$ cat src/rtl/pong_game_ctrl.sv
// Pong per-frame game-state controller.
// Holds paddle positions, ball position/direction, scores and the match FSM.
// Every state change happens on reset, on an accepted start, or on a frame_tick
// cycle, so the geometry outputs stay constant while a frame is being drawn.
module pong_game_ctrl #(
  parameter int SCREEN_W     = 640,
  parameter int SCREEN_H     = 480,
  parameter int PADDLE_H     = 64,
  parameter int PADDLE_W     = 8,
  parameter int PADDLE_X1    = 16,
  parameter int PADDLE_X2    = 616,
  parameter int BALL_SIZE    = 8,
  parameter int PADDLE_SPEED = 4,
  parameter int BALL_SPEED   = 2,
  parameter int WIN_SCORE    = 7,
  parameter int SERVE_DELAY  = 60
) (
  input  logic        CLOCK_25,
  input  logic        reset,
  input  logic        frame_tick,
  input  logic        start,
  input  logic        p1_up,
  input  logic        p1_down,
  input  logic        p2_up,
  input  logic        p2_down,
  output logic [11:0] top_player_1,
  output logic [11:0] top_player_2,
  output logic [11:0] ball_x,
  output logic [11:0] ball_y,
  output logic [3:0]  score_1,
  output logic [3:0]  score_2,
  output logic [2:0]  game_state,
  output logic [1:0]  winner
);

  typedef enum logic [2:0] {
    IDLE  = 3'd0,
    SERVE = 3'd1,
    PLAY  = 3'd2,
    POINT = 3'd3,
    OVER  = 3'd4
  } state_t;

  // Geometry constants in the 12-bit datapath width.
  localparam logic [11:0] PAD_MAX    = 12'(SCREEN_H - PADDLE_H);
  localparam logic [11:0] PAD_CENTRE = 12'((SCREEN_H - PADDLE_H) / 2);
  localparam logic [11:0] BALL_CX    = 12'((SCREEN_W - BALL_SIZE) / 2);
  localparam logic [11:0] BALL_CY    = 12'((SCREEN_H - BALL_SIZE) / 2);
  localparam logic [11:0] BALL_X_MAX = 12'(SCREEN_W - BALL_SIZE);
  localparam logic [11:0] BALL_Y_MAX = 12'(SCREEN_H - BALL_SIZE);
  localparam logic [11:0] LEFT_FACE  = 12'(PADDLE_X1 + PADDLE_W);
  localparam logic [11:0] RIGHT_FACE = 12'(PADDLE_X2);
  localparam logic [11:0] RIGHT_STOP = 12'(PADDLE_X2 - BALL_SIZE);
  localparam logic [11:0] PAD_H      = 12'(PADDLE_H);
  localparam logic [11:0] BSZ        = 12'(BALL_SIZE);
  localparam logic [11:0] PSPD       = 12'(PADDLE_SPEED);
  localparam logic [11:0] BSPD       = 12'(BALL_SPEED);
  localparam logic [3:0]  WIN_PTS    = 4'(WIN_SCORE);
  localparam logic [15:0] SERVE_LAST = 16'(SERVE_DELAY - 1);

  state_t      state_reg, state_next;
  logic [11:0] top1_reg, top1_next;
  logic [11:0] top2_reg, top2_next;
  logic [11:0] ball_x_reg, ball_x_next;
  logic [11:0] ball_y_reg, ball_y_next;
  logic        dx_reg, dx_next;          // 1 = moving right (+x)
  logic        dy_reg, dy_next;          // 1 = moving down  (+y)
  logic [3:0]  score1_reg, score1_next;
  logic [3:0]  score2_reg, score2_next;
  logic [1:0]  winner_reg, winner_next;
  logic [15:0] serve_cnt_reg, serve_cnt_next;

  logic        start_accept;
  logic        overlap_1, overlap_2;
  logic        hit_left, hit_right;
  logic        miss_left, miss_right;
  logic [3:0]  score1_inc, score2_inc;

  // One paddle step with clamping; bounds are checked before any add/subtract
  // so the position never wraps.
  function automatic logic [11:0] paddle_step(input logic [11:0] pos,
                                              input logic up,
                                              input logic down);
    logic [11:0] res;
    res = pos;
    if (up && !down) begin
      if (pos < PSPD) res = 12'd0;
      else            res = pos - PSPD;
    end else if (down && !up) begin
      if (pos > PAD_MAX - PSPD) res = PAD_MAX;
      else                      res = pos + PSPD;
    end
    return res;
  endfunction

  // Collision and miss detection from the pre-tick ball and paddle positions.
  always_comb begin
    start_accept = start && ((state_reg == IDLE) || (state_reg == OVER));
    overlap_1    = (ball_y_reg + BSZ > top1_reg) && (ball_y_reg < top1_reg + PAD_H);
    overlap_2    = (ball_y_reg + BSZ > top2_reg) && (ball_y_reg < top2_reg + PAD_H);
    hit_left     = !dx_reg && (ball_x_reg >= LEFT_FACE) &&
                   (ball_x_reg <= LEFT_FACE + BSPD) && overlap_1;
    hit_right    = dx_reg && (ball_x_reg + BSZ <= RIGHT_FACE) &&
                   (ball_x_reg + BSZ + BSPD >= RIGHT_FACE) && overlap_2;
    miss_left    = !dx_reg && (ball_x_reg < BSPD);
    miss_right   = dx_reg && (ball_x_reg + BSPD > BALL_X_MAX);
    score1_inc   = score1_reg + 4'd1;
    score2_inc   = score2_reg + 4'd1;
  end

  // Next-state logic: match FSM, paddle movement and ball physics.
  always_comb begin
    state_next     = state_reg;
    top1_next      = top1_reg;
    top2_next      = top2_reg;
    ball_x_next    = ball_x_reg;
    ball_y_next    = ball_y_reg;
    dx_next        = dx_reg;
    dy_next        = dy_reg;
    score1_next    = score1_reg;
    score2_next    = score2_reg;
    winner_next    = winner_reg;
    serve_cnt_next = serve_cnt_reg;

    if (start_accept) begin
      // Start wins over the frame update for this cycle.
      if (state_reg == OVER) begin
        score1_next = 4'd0;
        score2_next = 4'd0;
        winner_next = 2'd0;
        top1_next   = PAD_CENTRE;
        top2_next   = PAD_CENTRE;
      end
      ball_x_next    = BALL_CX;
      ball_y_next    = BALL_CY;
      serve_cnt_next = 16'd0;
      state_next     = SERVE;
    end else if (frame_tick && (state_reg != OVER)) begin
      top1_next = paddle_step(top1_reg, p1_up, p1_down);
      top2_next = paddle_step(top2_reg, p2_up, p2_down);

      case (state_reg)
        SERVE: begin
          serve_cnt_next = serve_cnt_reg + 16'd1;
          if (serve_cnt_reg == SERVE_LAST) state_next = PLAY;
        end

        PLAY: begin
          // Vertical bounce off the top and bottom walls.
          if (!dy_reg && (ball_y_reg < BSPD)) begin
            ball_y_next = 12'd0;
            dy_next     = 1'b1;
          end else if (dy_reg && (ball_y_reg + BSPD > BALL_Y_MAX)) begin
            ball_y_next = BALL_Y_MAX;
            dy_next     = 1'b0;
          end else if (dy_reg) begin
            ball_y_next = ball_y_reg + BSPD;
          end else begin
            ball_y_next = ball_y_reg - BSPD;
          end

          // Horizontal: paddle returns take priority over a miss. On a miss
          // the ball and dx are left as-is; dx then identifies the scorer.
          if (hit_left) begin
            ball_x_next = LEFT_FACE;
            dx_next     = 1'b1;
          end else if (hit_right) begin
            ball_x_next = RIGHT_STOP;
            dx_next     = 1'b0;
          end else if (miss_left || miss_right) begin
            state_next = POINT;
          end else if (dx_reg) begin
            ball_x_next = ball_x_reg + BSPD;
          end else begin
            ball_x_next = ball_x_reg - BSPD;
          end
        end

        POINT: begin
          ball_x_next    = BALL_CX;
          ball_y_next    = BALL_CY;
          serve_cnt_next = 16'd0;
          state_next     = SERVE;
          if (dx_reg) begin
            // Ball left through the right edge: player 1 scores, serve toward P2.
            score1_next = score1_inc;
            dx_next     = 1'b1;
            if (score1_inc == WIN_PTS) begin
              winner_next = 2'd1;
              state_next  = OVER;
            end
          end else begin
            score2_next = score2_inc;
            dx_next     = 1'b0;
            if (score2_inc == WIN_PTS) begin
              winner_next = 2'd2;
              state_next  = OVER;
            end
          end
        end

        default: ;
      endcase
    end
  end

  // State register with synchronous reset to the centred starting position.
  always_ff @(posedge CLOCK_25) begin
    if (reset) begin
      state_reg     <= IDLE;
      top1_reg      <= PAD_CENTRE;
      top2_reg      <= PAD_CENTRE;
      ball_x_reg    <= BALL_CX;
      ball_y_reg    <= BALL_CY;
      dx_reg        <= 1'b1;
      dy_reg        <= 1'b1;
      score1_reg    <= 4'd0;
      score2_reg    <= 4'd0;
      winner_reg    <= 2'd0;
      serve_cnt_reg <= 16'd0;
    end else begin
      state_reg     <= state_next;
      top1_reg      <= top1_next;
      top2_reg      <= top2_next;
      ball_x_reg    <= ball_x_next;
      ball_y_reg    <= ball_y_next;
      dx_reg        <= dx_next;
      dy_reg        <= dy_next;
      score1_reg    <= score1_next;
      score2_reg    <= score2_next;
      winner_reg    <= winner_next;
      serve_cnt_reg <= serve_cnt_next;
    end
  end

  assign top_player_1 = top1_reg;
  assign top_player_2 = top2_reg;
  assign ball_x       = ball_x_reg;
  assign ball_y       = ball_y_reg;
  assign score_1      = score1_reg;
  assign score_2      = score2_reg;
  assign game_state   = state_reg;
  assign winner       = winner_reg;

endmodule

$ cat config.mk
export PLATFORM = sky130hd
export DESIGN_NAME = pong_game_ctrl
export DESIGN_NICKNAME = d
export VERILOG_FILES = /design/src/rtl/pong_game_ctrl.sv
export SDC_FILE = /design/constraint.sdc
export NUM_CORES = 1
export LEC_CHECK = 0
export ABC_AREA = 1
export ABC_CLOCK_PERIOD_IN_PS = 2900
export BUFFER_PORTS_ARGS = -buffer_cell sky130_fd_sc_hd__buf_2
export CORE_UTILIZATION = 40
export CTS_CLUSTER_SIZE = 14
export DETAILED_ROUTE_END_ITERATION = 10
export GPL_TIMING_DRIVEN = 1
export HOLD_SLACK_MARGIN = 0.15
export PLACE_DENSITY = 0.6
export SYNTH_ARGS = -nofsm -noshare
export SYNTH_HDL_FRONTEND = slang
export SYNTH_SLANG_ARGS = --single-unit
$ cat constraint.sdc
create_clock -name CLOCK_25 -period 2.9 [get_ports CLOCK_25]
set_input_delay 0.435 -clock CLOCK_25 [delete_from_list [all_inputs] [get_ports CLOCK_25]]
set_output_delay 0.435 -clock CLOCK_25 [all_outputs]
set_load 0.02 [all_outputs]
======== Yosys cells after proc, flatten, opt, wreduce, memory -nomap -nowiden ========
Cells that the tools add are included.
Widths: inputs -> output; s select.
cells by class
  equal/unequal tests ..................... 21
  bitwise logic cells ..................... 1
  mux-type cells .......................... 55
  divide/modulo/power cells ............... 0
  reductions and logical operators ........ 51
  $lt $le $gt $ge ......................... 16
  shifts and indexed selects .............. 0
  add/sub/neg operators ................... 16
  $mul .................................... 0
operator list
  operator               number
  $mux 12                20
  $pmux 12 s2            2
  $add 12x2->12 const B  3
  $gt 12x9->1 const B    3
  $mux 4                 9
  $pmux 16 s2            1
  $add 12x3->12 const B  2
  $add 12x4->12 const B  2
  $add 12x7->12 const B  2
  $gt 12x12->1           2
  $lt 12x12->1           2
  $lt 12x2->1 const B    2
  $lt 12x3->1 const B    2
  $sub 12x2->12 const B  2
  $sub 12x3->12 const B  2
  $mux 3                 7
  $logic_and 1x1->1      18
  $ne 3x3->1 const B     6
  $add 16x1->16 const B  1
  $eq 16x6->1 const B    1
  $reduce_and 4->1       4
  $mux 2                 7
  $ge 12x10->1 const B   1
  $ge 12x5->1 const B    1
  other kinds (27)       58
word-level totals
  output and inout port bits .............. 61
  bits in registers ....................... 79
  bits in latches ......................... 0
  memories kept ........................... 0
  RAM bits ................................ 0
  memory bits (read-only) ................. 0
  input bits .............................. 8

======== Logic depth before layout (Yosys ltp) ========
  word-level depth ........................ 10
  depth in mapped cells ................... 23

======== Worst setup path after synthesis ========
Ideal clock, no wire load.
  path type ............................... reg-to-reg
  start ................................... register ball_y_reg[4] (netlist: ball_y[4])
  end ..................................... register ball_x_reg[10] (netlist: ball_x[10])
  arrival time ............................ 2.991 ns
  clock period less this slack ............ 3.105 ns
  cell stages (with the launch flop) ...... 23
  library setup time ...................... 0.114 ns
  buffers on the path ..................... 1
  setup slack ............................. -0.205 ns
  path through ............................ dfxtp_1 ha_1 nand2_1 nor2_1 nand3_1 nor3_1 xor2_1 ha_1 nand2_1 nor2_1 nand3_1 nand3_1 nor2_1 nand3_1 nor2_1 nand2_1 inv_2 nand2_4 nand3_4 nand2_4 buf_6 o21bai_1 nor2_1
on the way
  word-level cells in the longest chain between the ends .. 7
ends and longest elaborated chain
  what                    RTL line  RTL
  from (decl)             65        logic [11:0] ball_y_reg, ball_y_next;
  from (signal assigned)  226       ball_y_reg <= ball_y_next;
  $add 12x4->12           99, 100
  $gt 12x12->1            100       overlap_2 = (ball_y_reg + BSZ > top2_reg) && (ball_y_reg < top2_reg + PAD_H);
  $logic_and 1x1->1       100
  $logic_and 1x1->1       104       (ball_x_reg + BSZ + BSPD >= RIGHT_FACE) && overlap_2;
  $mux 12                 167       end else if (hit_right) begin
  $mux 12                 164       if (hit_left) begin
  $pmux 12 s2             142       case (state_reg)
  to (signal assigned)    225       ball_x_reg <= ball_x_next;
  to (decl)               64        logic [11:0] ball_x_reg, ball_x_next;
Parallel ways exist; a longest one is shown, timed or not.
A chain may end at the register's enable or synchronous reset.

======== Final worst setup path ========
  start ................................... register ball_y_reg[4] (netlist: ball_y[4])
  end ..................................... register ball_x_reg[6] (netlist: ball_x[6])
Same word-level chain as after synthesis.

==> flow_summary.toml <==
[run_status]
outcome = "complete, no violations"

[timing]
fin_crit_sh_pct = 96.7
final.setup.tns_ns = 0
tightest_slew_ns = 0.672
hold_slack_ns = 0.474
relSlewSlack_pct = 55.0
period_minus_slack_ns = 2.81
final.setup.worst_slack_ns = 0.0949
skew_ns = 0.00595
fmax_mhz = 356
hold_viol_final = 0
rsz0062_at_grt = "yes"
finalSetupViolCount = 0
drv_slew = 0

[place]
gp_congestion = 0.921
place_inst = 1390
port_buffers = 62
dp_hpwl_mm = 15.9
placed_cell_area_sq_mm = 0.00764
post-place-ws_ns = -0.0348

[setup_path]
setup.worst_path.start_class = "flop"
crit_path_end_kind = "flop"
critPathSlowestCell = "dfxtp_4"
crit_buf_inv = 2
crit_family = "simple AND/OR/NAND/NOR gates"
max_stage_delay_ns = 0.38
reg2reg_slack_ns = 0.09
crit_arrival_ns = 3.08
path_cells = "ha_4 -> nand2_4 -> nor2_4 -> nand3_4 -> nor3_4 -> xor2_1 -> ha_1 -> nand2_4 -> nor2_4 -> nand3_2 -> nand3_2 -> nor2_1 -> nand3_1 -> nor2_1 -> nand2_1 -> inv_2 -> nand2_4 -> buf_6 -> a21oi_1 -> o21bai_1 -> nor2_1"
cp.required_ns = 3.17
path_class = "reg -> reg"
path_max_fanout = 7

[clocking]
clock_sinks = 73
root_buffer = "clkbuf_16"
cts_tree = "yes"
worst_skew_pair.late_latency_ns = 0.34
cts_hold_buf = 0
path_clk_slew_ns = 0.06
htreeDepth = 3
numCtsBuffers = 9
clk_path_buf_depth = 2

[detailed_routing]
wl_per_cell_um = 14.6
routed.top_layer = "met4"
first_pass_iters = 5
drc = 0
final_antenna_net_count = 0
met2WireLength_mm = 8.93
wl_mm = 20.7
via_count = 7261
via_per_inst = 5.15
wl_met1_mm = 10.1
wl_met3_mm = 1.22
drt_iter0_markers = 535

[finish]
drive_gt1_share_pct = 16.9
layout.nets = 1262
syn_to_final_growth_pct = 21.2
fin_util_pct = 50.0
largest_reg_flops = 16
antenna_cells = 0
final_cell_area_sq_mm = 0.00831
fin_cells = 1411
fillCellCount = 1711

[floorplan]
die_h_um = 133
pin_count = 69
start_util_pct = 41.2
fp.dieW_um = 133
die-area_sq_mm = 0.0177
rows = 47
core-area_sq_mm = 0.0166

[job]
maxCapViolations = 0

[global_route]
grtUsageTotal_pct = 23.7
grt_pass1_wl_mm = 33.4
antenna_found_initial = 0
grt_max_degree = 22
grt_pass1_vias = 6597
overflow = 0

[synth]
ys_types = 47
syn_avg_cell_area_sq_um = 6.29
ys.flop_type = "dfxtp_1"
netlist.area_leader.share_pct = 21.3
synth_edf_count = 0
synth_seq_cells = 73
yosys_warnings = 0
synthTopCellsByCount = "nand2_1 (257), inv_1 (133), nor2_1 (120)"
syn_inst = 1090
synthTopCellsByArea = "dfxtp_1 (21%), nand2_1 (14%), ha_1 (12%)"
async_flop_share_pct = 0
yosysMostFrequentCell = "nand2_1"
synthesis.area_sq_mm = 0.00686
synth_top_cell_by_area = "dfxtp_1"
ys_seq_area_share_pct = 21.3

[power_and_ir_drop]
p_int_mw = 2.13
p_per_area_mw_per_mm2 = 356
power.share.combinational_pct = 17.7
swShare_pct = 28.2
p_leak_nw = 3.97
total_power_mw = 2.96
pwr-share-seq_pct = 35.6
ir_drop_v = 0.000235
power.switching_mw = 0.835
p_clk_share_pct = 46.7

[worst_hold_path]
min_path_type = "reg -> reg"
-- power groups by stage --
stage,registers (mW),logic (mW),clock network (mW)
after floorplan,1.10,0.333,0
after global placement,1.08,0.499,0
after detailed placement,1.08,0.500,0
after CTS,1.06,0.503,1.41
final,1.05,0.525,1.38
after global routing,1.06,0.592,1.44
-- final cells by class --
type	instances	area [sq um]	area share, %
clock inverter	5	129	1.55
timing repair buffer	115	716	8.61
clock buffer	10	229	2.75
multi-input combinational	844	4940	59.4
inverter	144	551	6.62
tap	220	275	3.31
sequential	73	1470	17.7
-- cell families (layout without fill, tap and decap cells) --
kind of cell	count (synthesis)	count (layout)	synth area share, %
other	1	6	0.0547
flip-flops	73	73	21.3
AND/OR/NAND/NOR	528	529	33.4
AO/OA/AOI/OAI	190	190	15.5
XOR/XNOR	52	52	6.75
adder cells (fa/ha/maj)	67	67	12.2
buffers and inverters	179	274	10.7
-- final timing paths --
check | cells past startpoint | start | to
worst max-delay path | 21 | ball_y[4] | ball_x[6]
worst min-delay path | 1 | serve_cnt_reg[3] | serve_cnt_reg[3]
worst max register to register | 21 | ball_y[4] | ball_x[6]
worst min register to register | 1 | serve_cnt_reg[3] | serve_cnt_reg[3]
-- timing repair --
action | CTS | global route
endpoints found under the hold margin | 0 | 0
pin swaps | 4 | 25
setup endpoints to repair | 3 | 15
cloned | 0 | 1
setup buffers | 3 | 2
resized for setup | 5 | 49
-- worst reg2reg max path: cells and delay by family (launching register included) --
kind | cells | cell delay, ns
buffers and inverters | 2 | 0.22
AO/OA/AOI/OAI | 2 | 0.24
XOR/XNOR | 1 | 0.21
AND/OR/NAND/NOR | 14 | 1.24
adder cells (fa/ha/maj) | 2 | 0.45
flip-flops | 1 | 0.38
-- cell usage in the layout, fill, tap and decap left out, types with 4 or more instances in the layout --
| master | netlist | final |
|---|---|---|
| buf_4 | 12 | 51 |
| conb_1 | 1 | 6 |
| buf_2 | 5 | 62 |
| dfxtp_1 | 73 | 68 |
| nor3_2 | 3 | 4 |
| clkbuf_16 | 0 | 9 |
| o211ai_1 | 13 | 13 |
| nand2_2 | 7 | 12 |
| nand3_1 | 76 | 70 |
| ha_4 | 0 | 4 |
| nand2_4 | 2 | 6 |
| a21oi_1 | 83 | 82 |
| a211oi_1 | 6 | 6 |
| nor2_2 | 7 | 7 |
| nand2_1 | 257 | 248 |
| inv_1 | 133 | 133 |
| nor4_1 | 5 | 5 |
| xor2_1 | 42 | 40 |
| nand4_1 | 13 | 13 |
| xnor2_1 | 9 | 9 |
| ha_1 | 67 | 63 |
| a31oi_1 | 6 | 6 |
| bufinv_16 | 0 | 4 |
| nor2_1 | 120 | 116 |
| inv_2 | 6 | 5 |
| nor2_4 | 3 | 7 |
| nand3_2 | 0 | 5 |
| nor3_1 | 28 | 25 |
| o21ai_0 | 65 | 64 |
| clkinv_1 | 4 | 4 |
-- layer usage --
metal | GRT usage, % | vias to the layer above
li1 | - | 3754
met1 | 34.6 | 3252
met2 | 35.5 | 225
met3 | 2.84 | 30
met4 | 7.92 | 0
met5 | 0 | -
No activity file was read; power rests on OpenSTA's default activity.
